$ cat config.mk
export PLATFORM = sky130hd
export DESIGN_NAME = control_unit
export DESIGN_NICKNAME = d
export VERILOG_FILES = /design/src/rtl/control_unit.sv
export SDC_FILE = /design/constraint.sdc
export NUM_CORES = 1
export LEC_CHECK = 0
export CAP_MARGIN = 25
export CORE_UTILIZATION = 40
export DETAILED_ROUTE_END_ITERATION = 12
export HOLD_SLACK_MARGIN = 0.12
export PLACE_DENSITY = 0.82
export SETUP_SLACK_MARGIN = 0.3
export SYNTH_ARGS = -nofsm -noshare
export SYNTH_HDL_FRONTEND = slang
export SYNTH_SLANG_ARGS = --single-unit
export TNS_END_PERCENT = 30
$ cat constraint.sdc
create_clock -name clk -period 2.2 [get_ports clk]
set_input_delay 0.44 -clock clk [delete_from_list [all_inputs] [get_ports clk]]
set_output_delay 0.44 -clock clk [all_outputs]
set_load 0.005 [all_outputs]
$ cat src/rtl/control_unit.sv
// Sequencer for the matrix-multiplier core: IDLE -> FETCH -> DECODE -> EXEC loop, HALT on 0xFF.
// Outputs are decoded from the registered state and ir (plus z during JPNZ EXEC).
module control_unit (
  input  logic        clk,
  input  logic        rst,
  input  logic [7:0]  ir,
  input  logic        z,
  output logic        end_op,
  output logic [1:0]  inc,
  output logic [3:0]  alu_mode,
  output logic [3:0]  bus_ld,
  output logic [12:0] write_en,
  output logic [2:0]  clr,
  output logic        dm_wr,
  output logic        im_wr
);

  typedef enum logic [2:0] {
    S_IDLE, S_FETCH, S_DECODE, S_EXEC, S_HALT
  } state_e;

  localparam logic [3:0] BUS_DM   = 4'd0;
  localparam logic [3:0] BUS_AC   = 4'd5;
  localparam logic [3:0] BUS_IM   = 4'd14;
  localparam logic [3:0] BUS_NONE = 4'd15;

  state_e state_q, state_d;

  logic [3:0] fam, n;
  logic       n_ok;

  assign fam  = ir[7:4];
  assign n    = ir[3:0];
  assign n_ok = (n >= 4'd1) && (n <= 4'd7);

  always_ff @(posedge clk or posedge rst) begin
    if (rst) state_q <= S_IDLE;
    else     state_q <= state_d;
  end

  always_comb begin
    state_d  = state_q;
    end_op   = 1'b0;
    inc      = 2'b00;
    alu_mode = 4'd0;
    bus_ld   = BUS_NONE;
    write_en = '0;
    clr      = 3'b000;
    dm_wr    = 1'b0;
    im_wr    = 1'b0;
    case (state_q)
      S_IDLE: state_d = S_FETCH;
      S_FETCH: begin
        bus_ld      = BUS_IM;
        write_en[0] = 1'b1;
        inc[0]      = 1'b1;
        state_d     = S_DECODE;
      end
      S_DECODE: state_d = (ir == 8'hFF) ? S_HALT : S_EXEC;
      S_EXEC: begin
        state_d = S_FETCH;
        if (fam == 4'h0) begin
          case (n)
            4'h1: begin bus_ld = BUS_DM; write_en[4] = 1'b1; end
            4'h2: begin bus_ld = BUS_AC; dm_wr = 1'b1; end
            4'h3: clr[0] = 1'b1;
            4'h4: inc[1] = 1'b1;
            4'h5: clr[1] = 1'b1;
            4'h6: begin bus_ld = BUS_AC; write_en[2] = 1'b1; end
            4'h7: begin bus_ld = BUS_IM; write_en[1] = 1'b1; end
            4'h8: begin
              // Taken branch loads PC from the operand; not taken skips the operand byte.
              if (!z) begin bus_ld = BUS_IM; write_en[1] = 1'b1; end
              else    inc[0] = 1'b1;
            end
            4'h9: begin bus_ld = BUS_IM; write_en[4] = 1'b1; inc[0] = 1'b1; end
            4'hA: begin bus_ld = BUS_AC; im_wr = 1'b1; end
            4'hB: clr[2] = 1'b1;
            default: ;
          endcase
        end else if (fam == 4'h1 && n_ok) begin
          bus_ld              = BUS_AC;
          write_en[4 + 32'(n)] = 1'b1;
        end else if (fam >= 4'h2 && fam <= 4'h5 && n_ok) begin
          // Register families 2..5 map to alu_mode PASS/ADD/SUB/MUL.
          bus_ld      = 4'd5 + n;
          alu_mode    = fam - 4'h2;
          write_en[4] = 1'b1;
        end
      end
      S_HALT: end_op = 1'b1;
      default: state_d = S_IDLE;
    endcase
  end

endmodule

==> summary.md, run 1 <==
| Metric | Value |
|---|---|
| Post-synth cell types | `39` |
| Post-Syn Area per Cell | `6.99 um^2` |
| Die height | `47.0 um` |
| # IOs | `40` |
| Post-synthesis sequential area ratio | `0.0926` |
| CTS Root Cell | `clkbuf_4` |
| Post-synthesis instance total | `116` |
| WEP type | `top-level output` |
| GPL Wtd Cong | `0.868` |
| Post-synthesis register bit count | `3` |
| CTS sink count | `3` |
| H-tree depth | `1` |
| Core Rows | `15` |
| Stopped at | `global routing (5_1_grt)` |
| Total GRT Usage | `0.645` |
| Num CTS Buffers | `3` |
| First Err | `[ERROR GRT-0232] Routing congestion too high. Check the congestion heatmap in the GUI.` |
| Die W | `47.0 um` |
| Synthesis Warnings | `0` |
| Initial Utilization | `0.445` |
| CTS Buffer Depth | `2` |
| Mapped cell area | `811 um^2` |
| Grt ovf | `9` |
| Final HPWL from detailed placement | `2.24 mm` |
| Post-GRT worst EP | `bus_ld[2]` |
| IO buf count | `37` |
| Run status | `did not finish` |
| Hold-fix buffers at CTS | `0` |
| Largest net degree at the start of global routing | `9` |
==> cells in the mapped netlist <==
cell type	instances	share of area
a31o_2	1	0.011
and3_2	1	0.0093
nor4_4	1	0.026
nor2b_1	3	0.023
a21o_1	2	0.019
nor4_2	2	0.031
ha_1	6	0.093
nand2_1	9	0.042
buf_2	1	0.0062
buf_6	2	0.028
and3b_1	1	0.011
nor3_1	2	0.012
buf_16	1	0.034
or3b_2	1	0.011
or2_2	2	0.015
a211o_1	1	0.011
dfrtp_1	3	0.093
o21bai_1	1	0.0093
a2111oi_0	1	0.011
xnor2_1	1	0.011
nand2b_1	8	0.062
nand3b_1	4	0.037
a2bb2oi_1	1	0.011
conb_1	1	0.0046
and3_1	2	0.015
nand4_1	1	0.0077
clkbuf_2	1	0.0062
a21oi_1	8	0.049
xor2_1	1	0.011
o32ai_1	1	0.011
and2_2	1	0.0093
o21ai_0	4	0.025
inv_1	7	0.032
nand3_1	7	0.043
a211oi_1	2	0.019
buf_4	2	0.019
a31oi_1	2	0.015
and2_1	7	0.054
nor2_1	14	0.065
==> kinds of logic after synthesis <==
| family | synth area share |
|---|---|
| compound gates | 0.190 |
| buf+inv | 0.125 |
| xor+xnor | 0.0216 |
| other cells | 0.00463 |
| simple gates | 0.474 |
| flops | 0.0926 |
| fa+ha+maj | 0.0926 |
==> through the flow <==
stage	setup TNS (ns)	worst slack, ns	std cells	cell area [um^2]	utilization
floorplan	0	0.226	117	827	-
global placement	-16.59	-0.780	201	1370	0.753
detailed placement	-17.79	-0.879	201	1370	0.753
CTS	-0.177	-0.0405	222	1610	0.885
==> per-layer routing <==
| metal | GRT overflow | GRT usage |
|---|---|---|
| met5 | 0 | 0 |
| met4 | 4 | 0.669 |
| met3 | 1 | 0.488 |
| met2 | 4 | 0.847 |
| met1 | 0 | 0.621 |
==> repair_timing <==
| item | CTS |
|---|---|
| pin swaps | 28 |
| buffers inserted | 17 |
| endpoints found under the setup margin | 28 |
| resized for setup | 160 |
==> run 2, diff against run 1 <==
CORE_AREA = 2 2 63 65   (was not set)
CORE_UTILIZATION = not set   (was 40)
DIE_AREA = 0 0 65 67   (was not set)
HOLD_SLACK_MARGIN = not set   (was 0.12)
PLACE_DENSITY = not set   (was 0.82)
PLACE_DENSITY_LB_ADDON = 0.15   (was not set)
SETUP_SLACK_MARGIN = not set   (was 0.3)
==> run 2 against run 1 <==
Against the previous run: the flow now finishes, with violations (negative setup slack); synthesized area did not move; synthesized cell count unchanged.
==> summary.md, run 2 <==
| Metric | Value |
|---|---|
| Run status | `finished with violations` |
| Failing checks | `negative setup slack` |
| Die area | `0.00436 mm^2` |
| Layout cell share with drive strength beyond 1 | `0.558` |
| Comb power frac | `0.669` |
| Num CTS Buffers | `3` |
| Sw Pwr | `0.000294 W` |
| Top-count cell post-synth | `nor2_1` |
| Number of vias per cell | `4.54` |
| Reg2Reg Capture Point | `state_q[0]` |
| Clock power share | `0.211` |
| Skew final | `0.000426 ns` |
| Place WS | `-0.891 ns` |
| Final WS setup | `-0.129 ns` |
| Share of the synthesized area in the top cell type | `0.0926` |
| Biggest register | `state_q` |
| Share of the clock period used by the worst path | `1.06` |
| DRC | `0` |
| Post-Syn Area per Cell | `6.99 um^2` |
| Top flop regs | `state_q x3` |
| Core area | `0.00361 mm^2` |
| CTS tree | `yes` |
| Crit path from | `ir[1]` |
| Post-synthesis instance total | `116` |
| Post-synth EDFFs | `0` |
| Commonest non-fill, non-tap cell in the layout | `buf_4` |
| First-pass GRT wire length | `5.42 mm` |
| DR vias | `1152` |
| H-tree depth | `1` |
| Initial Utilization | `0.225` |
| Util after Layout | `0.487` |
| Post-synthesis sequential area ratio | `0.0926` |
| Static Leak | `0.840 nW` |
| Post-synthesis register bit count | `3` |
| Critical Path End | `write_en[5]` |
| P_int | `0.000446 W` |
| Final Setup Violations | `11` |
| Net Sw Frac | `0.397` |
| Pre-antenna DRT Iters | `4` |
| Initial antenna violation count | `0` |
| IO buf count | `37` |
| Hold-fix buffers at CTS | `0` |
| Flop2flop setup slack | `1.22 ns` |
| Synth async-reset ratio | `1.00` |
| R2r startpoint | `state_q[1]` |
| Peak VDD IR | `0.157 mV` |
| Clock transition at the registers of the reported paths | `0.03 ns` |
| GPL Wtd Cong | `0.880` |
| Setup TNS | `-0.724 ns` |
| Mapped cell area | `811 um^2` |
| Nets | `224` |
| Prevailing post-synth register cell | `dfrtp_1` |
| # IOs | `40` |
| Most frequent cells after synthesis | `nor2_1, nand2_1, a21oi_1, nand2b_1` |
| Final slew viol count | `0` |
| CTS Buffer Depth | `2` |
| Starting DRC count in detailed routing | `19` |
| Area leader, netlist | `dfrtp_1` |
| Min-Delay Path Class | `primary input to asynchronous set/reset pin` |
| Largest net degree at the start of global routing | `10` |
| Core Rows | `22` |
| Most frequent cells in the layout | `buf_4, buf_2, nor2_1` |
| Post-DRT Antenna Nets | `0` |
| Routed wire per std cell | `12.9 um` |
| Vias in the first global route | `1204` |
| Die height | `67 um` |
| Hold Fails Final Rpt | `0` |
| Max Fclk | `0.429 GHz` |
| Reg2Reg Depth | `4` |
| Total power | `0.000739 W` |
| Final HPWL from detailed placement | `2.33 mm` |
| Total GRT Usage | `0.155` |
| Grt ovf | `0` |
| Area growth from synthesis to layout | `117%` |
| Max FFs per register | `3` |
| CTS Root Cell | `clkbuf_8` |
| Worst setup SP type | `primary input` |
| CTS sink count | `3` |
| Tmin final | `2.33 ns` |
| Drt total wl | `3.28 mm` |
| Synth area leaders | `dfrtp_1, ha_1, nor2_1, nand2b_1, and2_1` |
| Die W | `65 um` |
| WP data required | `1.76 ns` |
| Register share of total power | `0.120` |
| Synthesis Warnings | `0` |
| Diode count | `0` |
| Cell Pwr Density | `421 mW/mm^2` |
| CP Class | `primary input to output port` |
| Post-synth cell types | `39` |
| CP max FO | `4` |
| CP arrival | `1.89 ns` |
| RSZ-0062 raised after global routing | `true` |
| Skew-Pair Late Insertion Delay | `0.21 ns` |
| Max Cap Viol | `0` |
| Crit end category | `output port` |
[run 2: cell counts after synthesis]
Identical to the previous run, type by type.
[run 2: logic make-up (layout without fill, tap and decap cells)]
family | count (synthesis) | count (layout) | synth area share
compound gates | 24 | 24 | 0.190
fa+ha+maj | 6 | 6 | 0.0926
buf+inv | 14 | 103 | 0.125
flops | 3 | 3 | 0.0926
other cells | 1 | 2 | 0.00463
simple gates | 66 | 66 | 0.474
xor+xnor | 2 | 2 | 0.0216
[run 2: cell type report]
cell class | instances | area [um^2]
Sequential cell | 3 | 75.1
Timing Repair Buffer | 92 | 708
Multi-Input combinational cell | 100 | 833
Inverter | 7 | 33.8
Tap cell | 48 | 60.1
Fill cell | 356 | 1850
Clock buffer | 4 | 45.0
[run 2: metal layers]
| layer | wire length (um) | track usage |
|---|---|---|
| met1 | 1420 | 0.188 |
| met2 | 1690 | 0.291 |
| met3 | 136 | 0.0220 |
| met4 | 24 | 0.0266 |
| met5 | 0 | 0 |
[run 2: timing repair]
action	in CTS	in global routing
gates resized for setup	114	43
setup endpoints to repair	25	21
pin swaps	19	18
buffers inserted	14	7
[run 2: power by group through the flow]
stage | Sequential, W | Clock, W | Combinational, W
finish | 0.0000888 | 0.000156 | 0.000495
global route | 0.0000920 | 0.000166 | 0.000536
CTS | 0.0000886 | 0.000159 | 0.000472
detailed placement | 0.0000895 | 0 | 0.000421
global placement | 0.0000893 | 0 | 0.000418
floorplan | 0.0000897 | 0 | 0.000211
[run 2: how the worst min path moves through the flow]
stage | start | endpoint | cells after the start
after global placement | state_q[2] | state_q[1] | 2
after global routing | rst | state_q[1] | 2
final | rst | state_q[1] | 2
after floorplan | rst | state_q[0] | 1
after CTS | rst | state_q[1] | 2
after detailed placement | state_q[2] | state_q[1] | 2
[run 2: through the flow]
| step | std cells | hold WS [ns] | area (um^2) |
|---|---|---|---|
| finish | 254 | 0.401 | 1760 |
| global route | 254 | 0.408 | 1760 |
| CTS | 249 | 0.404 | 1700 |
| detailed placement | 231 | 0.544 | 1440 |
| global placement | 231 | 0.543 | 1440 |
| floorplan | 117 | 0.194 | 815 |
[run 2: critical path: stages]
cell     delay [ns]
buf_8          0.11
inv_6          0.06
ha_4           0.15
nor2_4         0.05
a211o_1        0.35
buf_4          0.16
buf_6          0.11
nor4_4         0.16
and2_4         0.19
buf_2          0.11
No activity file was read; power rests on OpenSTA's default activity.
